`src/rtl/snax_mx_seq_pkg.sv`:
```
// Shared types and constants for the MX job sequencer.
package snax_mx_seq_pkg;

  typedef enum logic [1:0] {
    IDLE   = 2'd0,
    LAUNCH = 2'd1,
    RUN    = 2'd2,
    HALT   = 2'd3
  } state_t;

  localparam int unsigned CsrPrec   = 0;
  localparam int unsigned CsrAccCnt = 1;
  localparam int unsigned CsrOutCnt = 2;

  // Bit of shell status word 0 that carries BUSY.
  localparam int unsigned BusyBit = 0;

endpackage

```
`src/rtl/snax_mx_desc_fifo.sv`:
```
// Descriptor queue: power-of-two depth, fall-through head, push refused when full.
module snax_mx_desc_fifo #(
  parameter int unsigned Depth = 4,
  parameter int unsigned Width = 128
) (
  input  logic                     clk_i,
  input  logic                     rst_ni,
  input  logic                     push_i,
  input  logic [Width-1:0]         data_i,
  input  logic                     pop_i,
  output logic [Width-1:0]         data_o,
  output logic                     full_o,
  output logic                     empty_o,
  output logic [$clog2(Depth):0]   level_o
);

  localparam int unsigned PtrW = $clog2(Depth);
  localparam int unsigned LvlW = PtrW + 1;

  logic [Width-1:0] mem_q [Depth];
  logic [PtrW-1:0]  wptr_q, rptr_q;
  logic [LvlW-1:0]  level_q;
  logic             push_ok, pop_ok;

  assign full_o  = (level_q == LvlW'(Depth));
  assign empty_o = (level_q == '0);
  assign level_o = level_q;
  assign data_o  = mem_q[rptr_q];

  // Full is checked alone so a same-cycle pop never frees room for a push.
  assign push_ok = push_i & ~full_o;
  assign pop_ok  = pop_i & ~empty_o;

  always_ff @(posedge clk_i) begin
    if (push_ok) begin
      mem_q[wptr_q] <= data_i;
    end
  end

  always_ff @(posedge clk_i or negedge rst_ni) begin
    if (!rst_ni) begin
      wptr_q  <= '0;
      rptr_q  <= '0;
      level_q <= '0;
    end else begin
      if (push_ok) wptr_q <= wptr_q + PtrW'(1);
      if (pop_ok)  rptr_q <= rptr_q + PtrW'(1);
      case ({push_ok, pop_ok})
        2'b10:   level_q <= level_q + LvlW'(1);
        2'b01:   level_q <= level_q - LvlW'(1);
        default: level_q <= level_q;
      endcase
    end
  end

endmodule

```
`src/rtl/snax_mx_job_sequencer.sv`:
```
// Launches queued descriptors on the MX shell CSR handshake, tracks completion
// via the shell busy flag, and halts the queue on a watchdog timeout.
//
// state  | meaning
// IDLE   | waiting for a queued descriptor
// LAUNCH | presenting head descriptor until the shell accepts
// RUN    | job in flight, watching busy and the watchdog
// HALT   | watchdog fired; no launches until clear_i
module snax_mx_job_sequencer
  import snax_mx_seq_pkg::*;
#(
  parameter int unsigned RegRWCount    = 4,
  parameter int unsigned RegDataWidth  = 32,
  parameter int unsigned QueueDepth    = 4,
  parameter int unsigned TimeoutCycles = 0
) (
  input  logic                                      clk_i,
  input  logic                                      rst_ni,
  input  logic [RegRWCount-1:0][RegDataWidth-1:0]   desc_i,
  input  logic                                      desc_valid_i,
  output logic                                      desc_ready_o,
  output logic [RegRWCount-1:0][RegDataWidth-1:0]   csr_reg_set_o,
  output logic                                      csr_reg_set_valid_o,
  input  logic                                      csr_reg_set_ready_i,
  input  logic [1:0][RegDataWidth-1:0]              csr_reg_ro_set_i,
  input  logic                                      clear_i,
  output logic [$clog2(QueueDepth):0]               queue_level_o,
  output logic [31:0]                               jobs_done_o,
  output logic [31:0]                               last_cycles_o,
  output logic                                      done_pulse_o,
  output logic                                      err_o
);

  localparam int unsigned DescW = RegRWCount * RegDataWidth;
  localparam logic [31:0] WdogLimit = (TimeoutCycles == 0) ? 32'd0 : 32'(TimeoutCycles - 1);

  state_t       state_q, state_d;
  logic [31:0]  wdog_q, wdog_d;
  logic [31:0]  jobs_q, jobs_d;
  logic [31:0]  last_q, last_d;
  logic         done_q, done_d;
  logic         err_q, err_d;

  logic             fifo_full, fifo_empty, fifo_pop;
  logic [DescW-1:0] head;
  logic             busy, run_armed, complete, timeout;
  logic             unused_ro;

  snax_mx_desc_fifo #(
    .Depth (QueueDepth),
    .Width (DescW)
  ) i_fifo (
    .clk_i   (clk_i),
    .rst_ni  (rst_ni),
    .push_i  (desc_valid_i),
    .data_i  (desc_i),
    .pop_i   (fifo_pop),
    .data_o  (head),
    .full_o  (fifo_full),
    .empty_o (fifo_empty),
    .level_o (queue_level_o)
  );

  assign desc_ready_o        = ~fifo_full;
  assign csr_reg_set_valid_o = (state_q == LAUNCH);
  assign csr_reg_set_o       = (state_q == LAUNCH) ? head : '0;

  assign busy      = csr_reg_ro_set_i[0][BusyBit];
  assign unused_ro = ^csr_reg_ro_set_i[0];

  // The watchdog count doubles as the "past first RUN cycle" flag: the shell
  // only shows BUSY one cycle after the handshake edge.
  assign run_armed = (wdog_q != '0);
  assign complete  = (state_q == RUN) && run_armed && !busy;
  assign timeout   = (TimeoutCycles != 0) && (state_q == RUN) && !complete &&
                     (wdog_q >= WdogLimit);

  always_comb begin
    state_d  = state_q;
    wdog_d   = wdog_q;
    jobs_d   = jobs_q;
    last_d   = last_q;
    done_d   = 1'b0;
    err_d    = err_q;
    fifo_pop = 1'b0;
    if (clear_i) err_d = 1'b0;
    unique case (state_q)
      IDLE: begin
        if (!fifo_empty) state_d = LAUNCH;
      end
      LAUNCH: begin
        if (csr_reg_set_ready_i) begin
          fifo_pop = 1'b1;
          wdog_d   = '0;
          state_d  = RUN;
        end
      end
      RUN: begin
        if (complete) begin
          last_d  = 32'(csr_reg_ro_set_i[1]);
          jobs_d  = jobs_q + 32'd1;
          done_d  = 1'b1;
          state_d = IDLE;
        end else if (timeout) begin
          err_d   = 1'b1;
          state_d = HALT;
        end else if (wdog_q != '1) begin
          wdog_d = wdog_q + 32'd1;
        end
      end
      HALT: begin
        if (clear_i) state_d = IDLE;
      end
      default: state_d = IDLE;
    endcase
  end

  always_ff @(posedge clk_i or negedge rst_ni) begin
    if (!rst_ni) begin
      state_q <= IDLE;
      wdog_q  <= '0;
      jobs_q  <= '0;
      last_q  <= '0;
      done_q  <= 1'b0;
      err_q   <= 1'b0;
    end else begin
      state_q <= state_d;
      wdog_q  <= wdog_d;
      jobs_q  <= jobs_d;
      last_q  <= last_d;
      done_q  <= done_d;
      err_q   <= err_d;
    end
  end

  assign jobs_done_o   = jobs_q;
  assign last_cycles_o = last_q;
  assign done_pulse_o  = done_q;
  assign err_o         = err_q;

endmodule

```
`config.mk`:
```
export PLATFORM = sky130hd
export DESIGN_NAME = snax_mx_job_sequencer
export DESIGN_NICKNAME = d
export VERILOG_FILES = /design/src/rtl/snax_mx_seq_pkg.sv /design/src/rtl/snax_mx_desc_fifo.sv /design/src/rtl/snax_mx_job_sequencer.sv
export SDC_FILE = /design/constraint.sdc
export NUM_CORES = 1
export LEC_CHECK = 0
export ABC_CLOCK_PERIOD_IN_PS = 6860
export CAP_MARGIN = 10
export CELL_PAD_IN_SITES_DETAIL_PLACEMENT = 0
export CELL_PAD_IN_SITES_GLOBAL_PLACEMENT = 1
export CORE_ASPECT_RATIO = 0.75
export CORE_MARGIN = 2
export CORE_UTILIZATION = 49
export CTS_CLUSTER_SIZE = 40
export DETAILED_ROUTE_END_ITERATION = 12
export GPL_TIMING_DRIVEN = 0
export PLACE_DENSITY = 0.84
export SETUP_SLACK_MARGIN = 0.15
export SYNTH_ARGS = -nofsm -noshare
export SYNTH_HDL_FRONTEND = slang
export SYNTH_SLANG_ARGS = --single-unit
```
`constraint.sdc`:
```
create_clock -name clk_i -period 6.86 [get_ports clk_i]
set_input_delay 1.715 -clock clk_i [delete_from_list [all_inputs] [get_ports clk_i]]
set_output_delay 1.715 -clock clk_i [all_outputs]
set_load 0.1 [all_outputs]
```
# After elaboration in Yosys (flattened, before gate mapping)
# Memory sizes are Yosys's and may differ from the RTL's.
# Cells that the tools add are included.
# Widths: inputs -> output; s select.
# totals
ff_bits	106
ram_bits	512
output_inout_bits	199
word_cells	60
n_memories	1
# op_classes
addsub	6
n_eq_ne	13
n_mux	17
n_bitwise	4
n_reduce_logical	11
# memory_table
memory	words	width	read_ports	rd_clocked_by_memory_dff	wr	line_no	rtl
i_fifo.mem_q	4	128	1	0	1	snax_mx_desc_fifo.sv:20	logic [Width-1:0] mem_q [Depth];
# op_table
operator	n
$mux 128	1
$mux 32	3
$add 32x1->32 const B	2
$pmux 32 s2	1
$ne 32x32->1 const B	1
$reduce_bool 32->1	1
$mux 2	4
$ne 2x2->1 const B	4
$pmux 2 s4	1
$reduce_and 4->1	2
$eq 2x2->1 const B	3
$mux 1	6
$pmux 3 s2	1
$add 2x1->2 const B	2
$eq 2x1->1 const B	2
$ne 2x1->1 const B	2
$reduce_bool 2->1	2
$add 3x1->3 const B	1
$eq 3x3->1 const B	1
$logic_not 3->1	1
$sub 3x1->3 const B	1
$and 1x1->1	2
$logic_and 1x1->1	2
$logic_not 2->1	1
other kinds (3)	4

# Longest topological paths before layout
# logic_depth
word_depth	5
ltp_mapped	10

# Hierarchy
# A second synthesis with hierarchy kept.
# hier_totals
cells_unflattened	1353
area_unflattened_um2	24476.0
# modules_own_cells
mod	instances	cells_each	area_each_um2	seq_area_each_um2
snax_mx_desc_fifo	1	706	18885.6	15549.9
snax_mx_job_sequencer	1	647	5590.4	2477.4

# Least setup slack after synthesis
# Ideal clock, no wire load.
# synth_timing
kind	register to register
startpoint	reg i_fifo.level_q[1] (netlist: i_fifo.level_o[1])
endpoint	mem i_fifo.mem_q[0][0], enable pin
t_arrival_ns	5.135
setup_slack_ns	1.221
path_stages_with_launch	4
path_buffers	0
cell_sequence	dfrtp_1 -> inv_1 -> nand3_1 -> and3_1
# synth_between
elab_chain_cells	5
# synth_rtl
item	line_no	rtl
start, declared	snax_mx_desc_fifo.sv:22	logic [LvlW-1:0] level_q;
start signal, assigned	snax_mx_desc_fifo.sv:49	2'b10: level_q <= level_q + LvlW'(1);
start signal, assigned	snax_mx_desc_fifo.sv:50	2'b01: level_q <= level_q - LvlW'(1);
start signal, assigned	snax_mx_desc_fifo.sv:51	default: level_q <= level_q;
$eq 3x3->1	snax_mx_desc_fifo.sv:25	assign full_o = (level_q == LvlW'(Depth));
$not 1->1	-	
net desc_ready_o	snax_mx_job_sequencer.sv:21	output logic desc_ready_o,
$and 1x1->1	snax_mx_desc_fifo.sv:31	assign push_ok = push_i & ~full_o;
$mux 1	snax_mx_desc_fifo.sv:35	if (push_ok) begin
$mux 1 (implied by the code)	snax_mx_desc_fifo.sv:36	mem_q[wptr_q] <= data_i;
end, declared	snax_mx_desc_fifo.sv:20	
# The timed path passes the listed nets, and every way through them passes these cells.

==> impl_metrics.py <==
metrics = {
    "status": {
        "outcome": "finished, final reports clean",
    },
    "synthesis": {
        "synth_top_family_by_area": "multiplexers",
        "synth_xor_area_frac": 0.0133,
        "synthFlopType": "edfxtp_1",
        "ys_seq_elements": 618,
        "synth-compound-area-share": 0.0184,
        "synth-edff-count": 512,
        "synthAdderAreaFrac": 0.00492,
        "syn-instance-count": 1368,
        "syn_avg_cell_area_um2": 17.8,
        "ys_async_sr_fraction": 0.172,
        "ys_types": 57,
        "ys_warn_count": 0,
        "synth_seq_area_share": 0.739,
        "syn_nets": 1574,
        "muxShareOfSynthArea": 0.119,
        "synth.cell_area_um2": 24400,
        "synth_simple_gate_area_frac": 0.0912,
    },
    "cells_and_area": {
        "layout-drive-gt1-share": 0.132,
        "fin_area_um2": 31000,
        "fill_cells": 3425,
        "syn2layout_area_growth_pct": 27.2,
        "nets": 2007,
    },
    "global_route": {
        "gr-usage-all-layers": 0.217,
        "grt-ovfl-total": 0,
        "grt_pass1_vias": 14000,
        "antenna_found_initial": 8,
        "grt_pass1_wl_um": 84000,
        "grt_max_degree": 66,
    },
    "clock_tree": {
        "cts_setup_buffers": 0,
        "cts_buffers": 58,
        "ctsResizeCount": 0,
        "cts_max_path_buffers": 3,
        "cts-root-buf": "clkbuf_16",
        "clkSinkCount": 618,
        "cts_tree": "built",
        "cts_hold_buf": 0,
        "clk_pin_slew_ns": 0.06,
        "h-tree-depth": 2,
        "clock_latency_ns": 0.61,
    },
    "sta": {
        "hold_viol": 0,
        "drv_slew": 0,
        "maxSlewHeadroom": 0.260,
        "worst_slack_ns": 0.706,
        "rsz0062_at_grt": "no",
        "setup_viol": 0,
        "tightest_slew_ns": 1.11,
        "clock_skew_ns": 0.0191,
        "min_period_ns": 6.15,
        "post-route-period-util": 0.897,
        "fmax_ghz": 0.163,
    },
    "critical_path": {
        "crit_slowest_cell": "clkdlybuf4s50_1",
        "crit_buf_inv": 4,
        "cpPeakStageDelay_ns": 1.00,
        "critPathKind": "reg2out",
        "startpoint_type": "flip-flop",
        "cp_max_fo": 10,
        "critPathArrivalTime_ns": 4.44,
        "critPathRequiredTime_ns": 5.14,
        "end_kind": "primary output",
        "crit_family": "buffers and inverters",
        "critical_path.cell_chain": "clkbuf_1 -> clkbuf_1 -> buf_1 -> mux4_2 -> and2_1 -> clkdlybuf4s50_1",
        "cpMostUsedCell": "clkbuf_1",
    },
    "floorplanning": {
        "floorplan.die_area_um2": 51600,
        "die_x_um": 262,
        "die_y_um": 197,
        "num_rows": 70,
        "num_io_pins": 396,
        "core_um2": 49000,
        "initial_utilization": 0.498,
    },
    "detailed_routing": {
        "routed_via_density": 5.47,
        "final_antenna_net_count": 0,
        "initialDrtViolationCount": 1115,
        "dr.pass1.iters": 5,
        "routed_wirelength_um": 55600,
        "drcViolationCount": 0,
        "via_count": 13700,
        "wl_per_cell_um": 22.2,
    },
    "placement": {
        "port_buffers": 363,
        "placed_cell_area_um2": 29100,
        "gp_congestion": 0.857,
        "pre_cts_ws_ns": 1.23,
        "hpwl_um": 37100,
    },
    "flow_run": {
        "cap_violations": 0,
    },
    "hold_path": {
        "hold_class": "reg2reg",
    },
}
==> registers in the layout (all words and copies together) (netlist names) <==
register / flops
i_fifo.wptr_q: 2
i_fifo.level_o: 3
state_q: 2
done_pulse_o: 1
jobs_done_o: 32
last_cycles_o: 32
i_fifo.mem_q: 512
i_fifo.rptr_q: 2
wdog_q: 32
==> cells in the mapped netlist, types with 2 or more instances <==
master	number	area, µm²
nand2_1	142	533
a21oi_1	5	25.0
mux2i_1	2	20.0
a221o_1	4	40.0
a31oi_1	3	18.8
mux4_2	128	2880
a211o_1	6	52.6
buf_1	20	75.1
and4_1	8	70.1
nor3_1	26	130
xnor2_1	19	166
nand2b_1	5	31.3
nand3_1	23	115
buf_6	3	33.8
inv_1	15	56.3
a21o_1	2	15.0
and2_1	130	813
a211oi_1	2	15.0
dfrtp_1	106	2650
nor2_1	28	105
nor4_1	12	75.1
xor2_1	18	158
clkbuf_1	40	150
or4_1	3	22.5
or2_2	3	18.8
nor2b_1	2	12.5
edfxtp_1	512	15400
ha_1	8	100
o31ai_1	12	90.1
o21a_1	2	15.0
buf_2	4	20.0
o21ai_0	19	95.1
nand4_1	14	87.6
and3_1	17	106
or3_1	3	18.8
==> metrics by stage <==
stage | utilization | cells | TNS [ns] | hold slack (ns)
after floorplan | - | 1368 | 0 | 0.493
after global placement | 0.589 | 2379 | -719.54 | 0.456
after detailed placement | 0.595 | 2389 | 0 | 0.459
after CTS | 0.633 | 2499 | 0 | 0.475
after global routing | 0.633 | 2501 | 0 | 0.491
final | 0.634 | 2505 | 0 | 0.472
==> placed cells by master (no fill, tap or decap), drive strengths merged, types with 8 or more instances in the layout <==
master	count
and2	130
nand3	23
mux4	128
nand4	15
clkdlybuf4s50	362
ha	8
and3	17
inv	18
clkbuf	108
clkinv	30
edfxtp	512
nor3	27
o21ai	20
nor4	13
nor2	28
and4	8
o31ai	12
dfrtp	106
xnor2	19
buf	39
nand2	142
xor2	18
==> logic make-up after synthesis <==
group,Yosys count
xor gates and xnor gates,37
AOI/OAI and AO/OA,65
other,1
adders and majority gates,9
muxes,130
and+or+nand+nor,424
buffers and inverters,84
DFF,618
==> cell type report <==
| type | count | area (µm²) | area share |
|---|---|---|---|
| inverter | 16 | 60.1 | 0.00194 |
| clock inverter | 42 | 408 | 0.0131 |
| multi-input combinational | 666 | 6040 | 0.195 |
| antenna | 6 | 15.0 | 0.000484 |
| tap | 648 | 811 | 0.0261 |
| buffer | 68 | 287 | 0.00924 |
| timing repair buffer | 373 | 3880 | 0.125 |
| clock buffer | 68 | 1490 | 0.0480 |
| sequential | 618 | 18000 | 0.581 |
==> metal layers <==
metal  vias up  global-route usage  share of wire  wire, µm
li1       6172                   -              -         -
met1      7001               0.316           0.44     24400
met2       439               0.331           0.47     25900
met3        82              0.0545          0.074      4120
met4         4              0.0577          0.021      1170
met5         -                   0        0.00047        26
==> worst reg2reg max path, stage by stage (launching register included) <==
cell      delay [ns]
dfrtp_1         0.37
buf_6           0.13
or4_1           0.53
nor4_2          0.17
a41oi_1         0.21
buf_2           0.25
nor2_1          0.38
clkbuf_1        0.53
and3_1          0.26
a211o_1         0.10
==> final timing paths <==
| check | start | endpoint | slack (ns) | cells past startpoint |
|---|---|---|---|---|
| setup reg to reg | wdog_q[8]$_DFFE_PN0P_ | wdog_q[5]$_DFFE_PN0P_ | 3.86 | 9 |
| hold reg to reg | last_cycles_o[7]$_DFFE_PN0P_ | last_cycles_o[7]$_DFFE_PN0P_ | 0.47 | 2 |
| min in group asynchronous | rst_ni | jobs_done_o[20]$_DFFE_PN0P_ | 1.10 | 1 |
| setup / recovery | i_fifo.rptr_q[0]$_DFFE_PN0P_ | csr_reg_set_o[118] | 0.71 | 6 |
| max in group asynchronous | rst_ni | last_cycles_o[1]$_DFFE_PN0P_ | 4.99 | 2 |
| hold / removal | last_cycles_o[7]$_DFFE_PN0P_ | last_cycles_o[7]$_DFFE_PN0P_ | 0.47 | 2 |
Power is left out: the tool's default activity adds up to more than one toggle a clock period on the data nets, which glitch-free logic cannot reach.
==> RTL change 1, RTL diff (config.mk and constraints unchanged) <==
Re-encode `state_t` (4 states) as one-hot, 4 bits wide.
--- a/src/rtl/snax_mx_seq_pkg.sv
+++ b/src/rtl/snax_mx_seq_pkg.sv
@@ -2,9 +2,9 @@
 package snax_mx_seq_pkg;
 
-  typedef enum logic [1:0] {
-    IDLE   = 2'd0,
-    LAUNCH = 2'd1,
-    RUN    = 2'd2,
-    HALT   = 2'd3
+  typedef enum logic [3:0] {
+    IDLE   = 4'b0001,
+    LAUNCH = 4'b0010,
+    RUN    = 4'b0100,
+    HALT   = 4'b1000
   } state_t;
 
Behaviour: same outputs for any inputs over 4 cycles, from zero or initial values and one cycle with rst_ni low; so few cycles prove little.
==> RTL change 1 against the unedited design <==
Sequential cell count increased by 1; area after synthesis grew 0.60%; cell count down 2.4%; register-to-register slack got worse by 0.05 ns; largest cell class unchanged; clock skew rose by 0.0010 ns; global-route usage hardly changed; worst setup slack improved by 0.0076 ns; design area increased by 0.35%; utilization about the same; critical path type unchanged; routed wire length increased by 0.39%.
==> RTL change 1: results (changes against the unedited design) <==
synth_compound_area_frac: 0.0200  # +0.00167
n_all_inverters: 35  # +19
slowest_stage: "clkdlybuf4s50_1"
multiInputGateArea_um2: 6090  # +0.75%
holdPathStages: 1  # -1
drive_gt1_frac: 0.158  # +0.0259
hold-path-endpoint: "jobs_done_o[31]$_DFFE_PN0P_"
async_flop_share: 0.173  # +0.00134
via_per_inst: 5.56  # +1.8%
nNonClkBuffers: 440  # -0.23%
ys_seq_area_frac: 0.736  # -0.00334
io_buffers: 362  # -0.28%
clock_area_frac: 0.0608  # -0.000374
synth_common_cells: "edfxtp_1, and2_1, mux4_2, dfrtp_1, clkbuf_1"
reg2reg_to: "wdog_q[30]$_DFFE_PN0P_"
comb.multi_input.count: 593  # -11%
synthAdderAreaFrac: 0.00489  # -0.0000294
yosysWarnings: 0  # unchanged
relSlewSlack: 0.219  # -0.0409
dr.first_iter.drc_count: 1218  # +9.2%
track_usage: 0.217  # about the same
critical_path.startpoint: "state_q[0]$_DFFE_PN1P_"
sh_seq_area: 0.580  # -0.00119
finalClockSkew_ns: 0.0201  # +0.000998 ns
buf_share: 0.133  # -0.00107
place_area_um2: 29200  # +0.43%
synth_xor_xnor_area_share: 0.0132  # -0.0000792
dp_cells: 2335  # -2.3%
cts_made_buffers: 57  # -1.7%
synthMuxAreaShare: 0.133  # +0.0140
design.seq.count: 619  # +0.16%
synth_fp_nets: 1522  # -3.3%
dpl_worst_slack_ns: 1.26  # +0.0305 ns
endpoint: "csr_reg_set_o[14]"
r2r-start: "wdog_q[1]$_DFFE_PN0P_"
netlist_instances: 1316  # -3.8%
clock_buffers: 71  # +4.4%
whs_ns: 0.479  # +0.00706 ns
largest_reg_flops: 512  # unchanged
synthTopCellsByArea: "edfxtp_1, mux4_2, dfrtp_1"
grt_pass1_wl_um: 85000  # +1.3%
first_global_vias: 13900  # -0.19%
fin_area_um2: 31100  # +0.35%
nets: 1952  # -2.7%
dp_hpwl_um: 37400  # +0.75%
outcome: "completed"
finalNonFillerCells: 2445  # -2.4%
num_antenna_cells: 2  # -4
gp_congestion: 0.819  # -4.4%
routed_wl_um: 55800  # +0.39%
crit_fanout: 11  # +1
synthDistinctLibCells: 51  # -11%
fillers: 3438  # +0.38%
==> RTL change 1: cell count changes in the layout (fill, tap and decap cells not counted), moves of 9 or more <==
cell,delta
clkbuf_1,+11
buf_1,-17
nand2_1,-115
o221ai_1,+13
inv_1,+20
o31ai_1,-10
mux2_2,+33
nor3_1,-9
buf_2,+11
==> RTL change 1: power by group through the flow <==
stage | clock network (mW) | logic (mW) | registers [mW]
3_5_place_dp | 0 | 5.92 | 5.26
4_1_cts | 3.27 | 5.94 | 5.18
2_1_floorplan | 0 | 3.51 | 6.07
5_1_grt | 3.41 | 6.15 | 5.24
3_3_place_gp | 0 | 5.77 | 5.38
6_report | 3.19 | 5.86 | 5.18
==> RTL change 1: metal layers <==
| metal | global-route usage | part of all wire |
|---|---|---|
| met1 | 0.312 | 0.44 |
| met2 | 0.333 | 0.47 |
| met5 | 0 | 0.0019 |
| met4 | 0.0636 | 0.024 |
| met3 | 0.0553 | 0.069 |
==> RTL change 2, RTL diff (same flow settings) <==
Without the edit above. Change the parameter `RegDataWidth` from 32 to 40.
--- a/src/rtl/snax_mx_job_sequencer.sv
+++ b/src/rtl/snax_mx_job_sequencer.sv
@@ -11,5 +11,5 @@
 #(
   parameter int unsigned RegRWCount    = 4,
-  parameter int unsigned RegDataWidth  = 32,
+  parameter int unsigned RegDataWidth  = 40,
   parameter int unsigned QueueDepth    = 4,
   parameter int unsigned TimeoutCycles = 0
Ports: changed (resized csr_reg_ro_set_i, csr_reg_set_o and desc_i); port bits go from 396 to 476. The function was not compared with the original's and may differ.
==> RTL change 2 against the unedited design <==
Non-clock buffer count up 78; area after synthesis up 20%; critical path depth unchanged; sequential cell count up 128; routed wire length up 19%; design area up 20%; utilization down 0.11 points; largest cell class unchanged; highest routed layer unchanged; die area up 19%; clock skew down 0.0052 ns; worst setup slack worse by 0.23 ns.
Power is not shown: default switching activity piles up to over one toggle a cycle in this logic, so the estimate is an artifact.
==> RTL change 2: results (changes against the unedited design) <==
track_usage: 0.216  # -0.00177
avgSynthCellArea_um2: 18.7  # +4.9%
dp_hpwl_um: 42800  # +15%
via_per_inst: 5.47  # about the same
largest_reg_flops: 640  # +25%
outcome: "completed"
dr.first_iter.drc_count: 1321  # +18%
yosysWarnings: 0  # unchanged
route.vias.total: 16100  # +17%
async_flop_share: 0.142  # -0.0294
dp_cells: 2789  # +17%
ys_seq_area_frac: 0.750  # +0.0111
r2r-start: "wdog_q[0]$_DFFE_PN0P_"
finalClockSkew_ns: 0.0139  # -0.00517 ns
antenna_found_initial: 13  # +5
regMostFlops: "i_fifo.mem_q"
synth_common_cells: "edfxtp_1, and2_1, mux4_2, nand2_1, dfrtp_1"
grt_pass1_wl_um: 100000  # +19%
gp_congestion: 0.854  # -0.34%
reg2reg_setup_slack_ns: 3.71  # -0.15 ns
reg2reg_to: "wdog_q[22]$_DFFE_PN0P_"
routed_wl_um: 66200  # +19%
cts_made_buffers: 74  # +28%
nets: 2329  # +16%
synth_edf_count: 640  # +25%
first_global_vias: 16600  # +19%
synthTopCellsByArea: "edfxtp_1, mux4_2, dfrtp_1"
endpoint: "csr_reg_set_o[94]"
htree_levels: 3  # +1
r2r_cells: 8  # -1
crit_arrival_ns: 4.67  # +0.23 ns
relSlewSlack: 0.233  # -0.0260
place_area_um2: 34800  # +20%
synth_fp_nets: 1813  # +15%
synthDistinctLibCells: 51  # -11%
hold-path-endpoint: "jobs_done_o[31]$_DFFE_PN0P_"
drive_gt1_frac: 0.139  # +0.00622
holdPathStages: 1  # -1
hold_path_startpoint: "jobs_done_o[31]$_DFFE_PN0P_"
io_buffers: 427  # +18%
grt_max_degree: 69  # +4.5%
## RTL change 2: cell count changes after synthesis, moves of 6 or more
cell	delta
xnor2_1	+6
xor2_1	-6
and2_1	+33
clkbuf_1	+16
mux4_2	+32
edfxtp_1	+128
and3_1	+9
nand2_1	-7
## RTL change 2: per-layer routing
layer / part of all wire / GRT usage
met1: 0.41 / 0.288
met2: 0.49 / 0.344
met3: 0.072 / 0.0643
met4: 0.027 / 0.0665
met5: 0.0011 / 0
## RTL change 2: cells by family after synthesis
family	count (synthesis)	share of synthesized area
flops	746	0.750
xor+xnor	37	0.0111
buf+inv	94	0.0130
other cells	1	0.000129
compound gates	62	0.0151
fa+ha+maj	9	0.00412
mux	162	0.124
simple gates	448	0.0824
## RTL change 2: critical path, stage by stage (launching register included)
cell and delay, ns:
dfrtp_1 0.32, clkbuf_1 0.50, clkbuf_1 0.70, buf_1 0.75, mux4_2 0.61, and2_1 0.19
clkdlybuf4s50_1 0.98
## RTL change 2: area by class of cell
class	count	area [um^2]
clock buffers	88	1940
fillers	4099	21600
diodes	7	17.5
plain buffers	79	325
repair buffers	440	4630
clock inverters	49	480
multi-input cells	719	6930
well taps	790	988
inverters	15	56.3
flip-flops and latches	746	21900
## RTL change 2: per-stage QoR
stage	setup TNS, ns	hold WS, ns	setup WS (ns)	utilization
6_report	0	0.473	0.473	0.633
5_1_grt	0	0.479	0.114	0.633
4_1_cts	0	0.475	0.249	0.632
3_5_place_dp	0	0.462	0.755	0.591
3_3_place_gp	-1781.39	0.459	-2.80	0.585
2_1_floorplan	0	0.487	0.463	-
## RTL change 2: timing repair
action,4_1_cts,5_1_grt
resized for setup,1,2
hold buffers,0,0
setup endpoints to repair,2,22
pin swaps,0,0
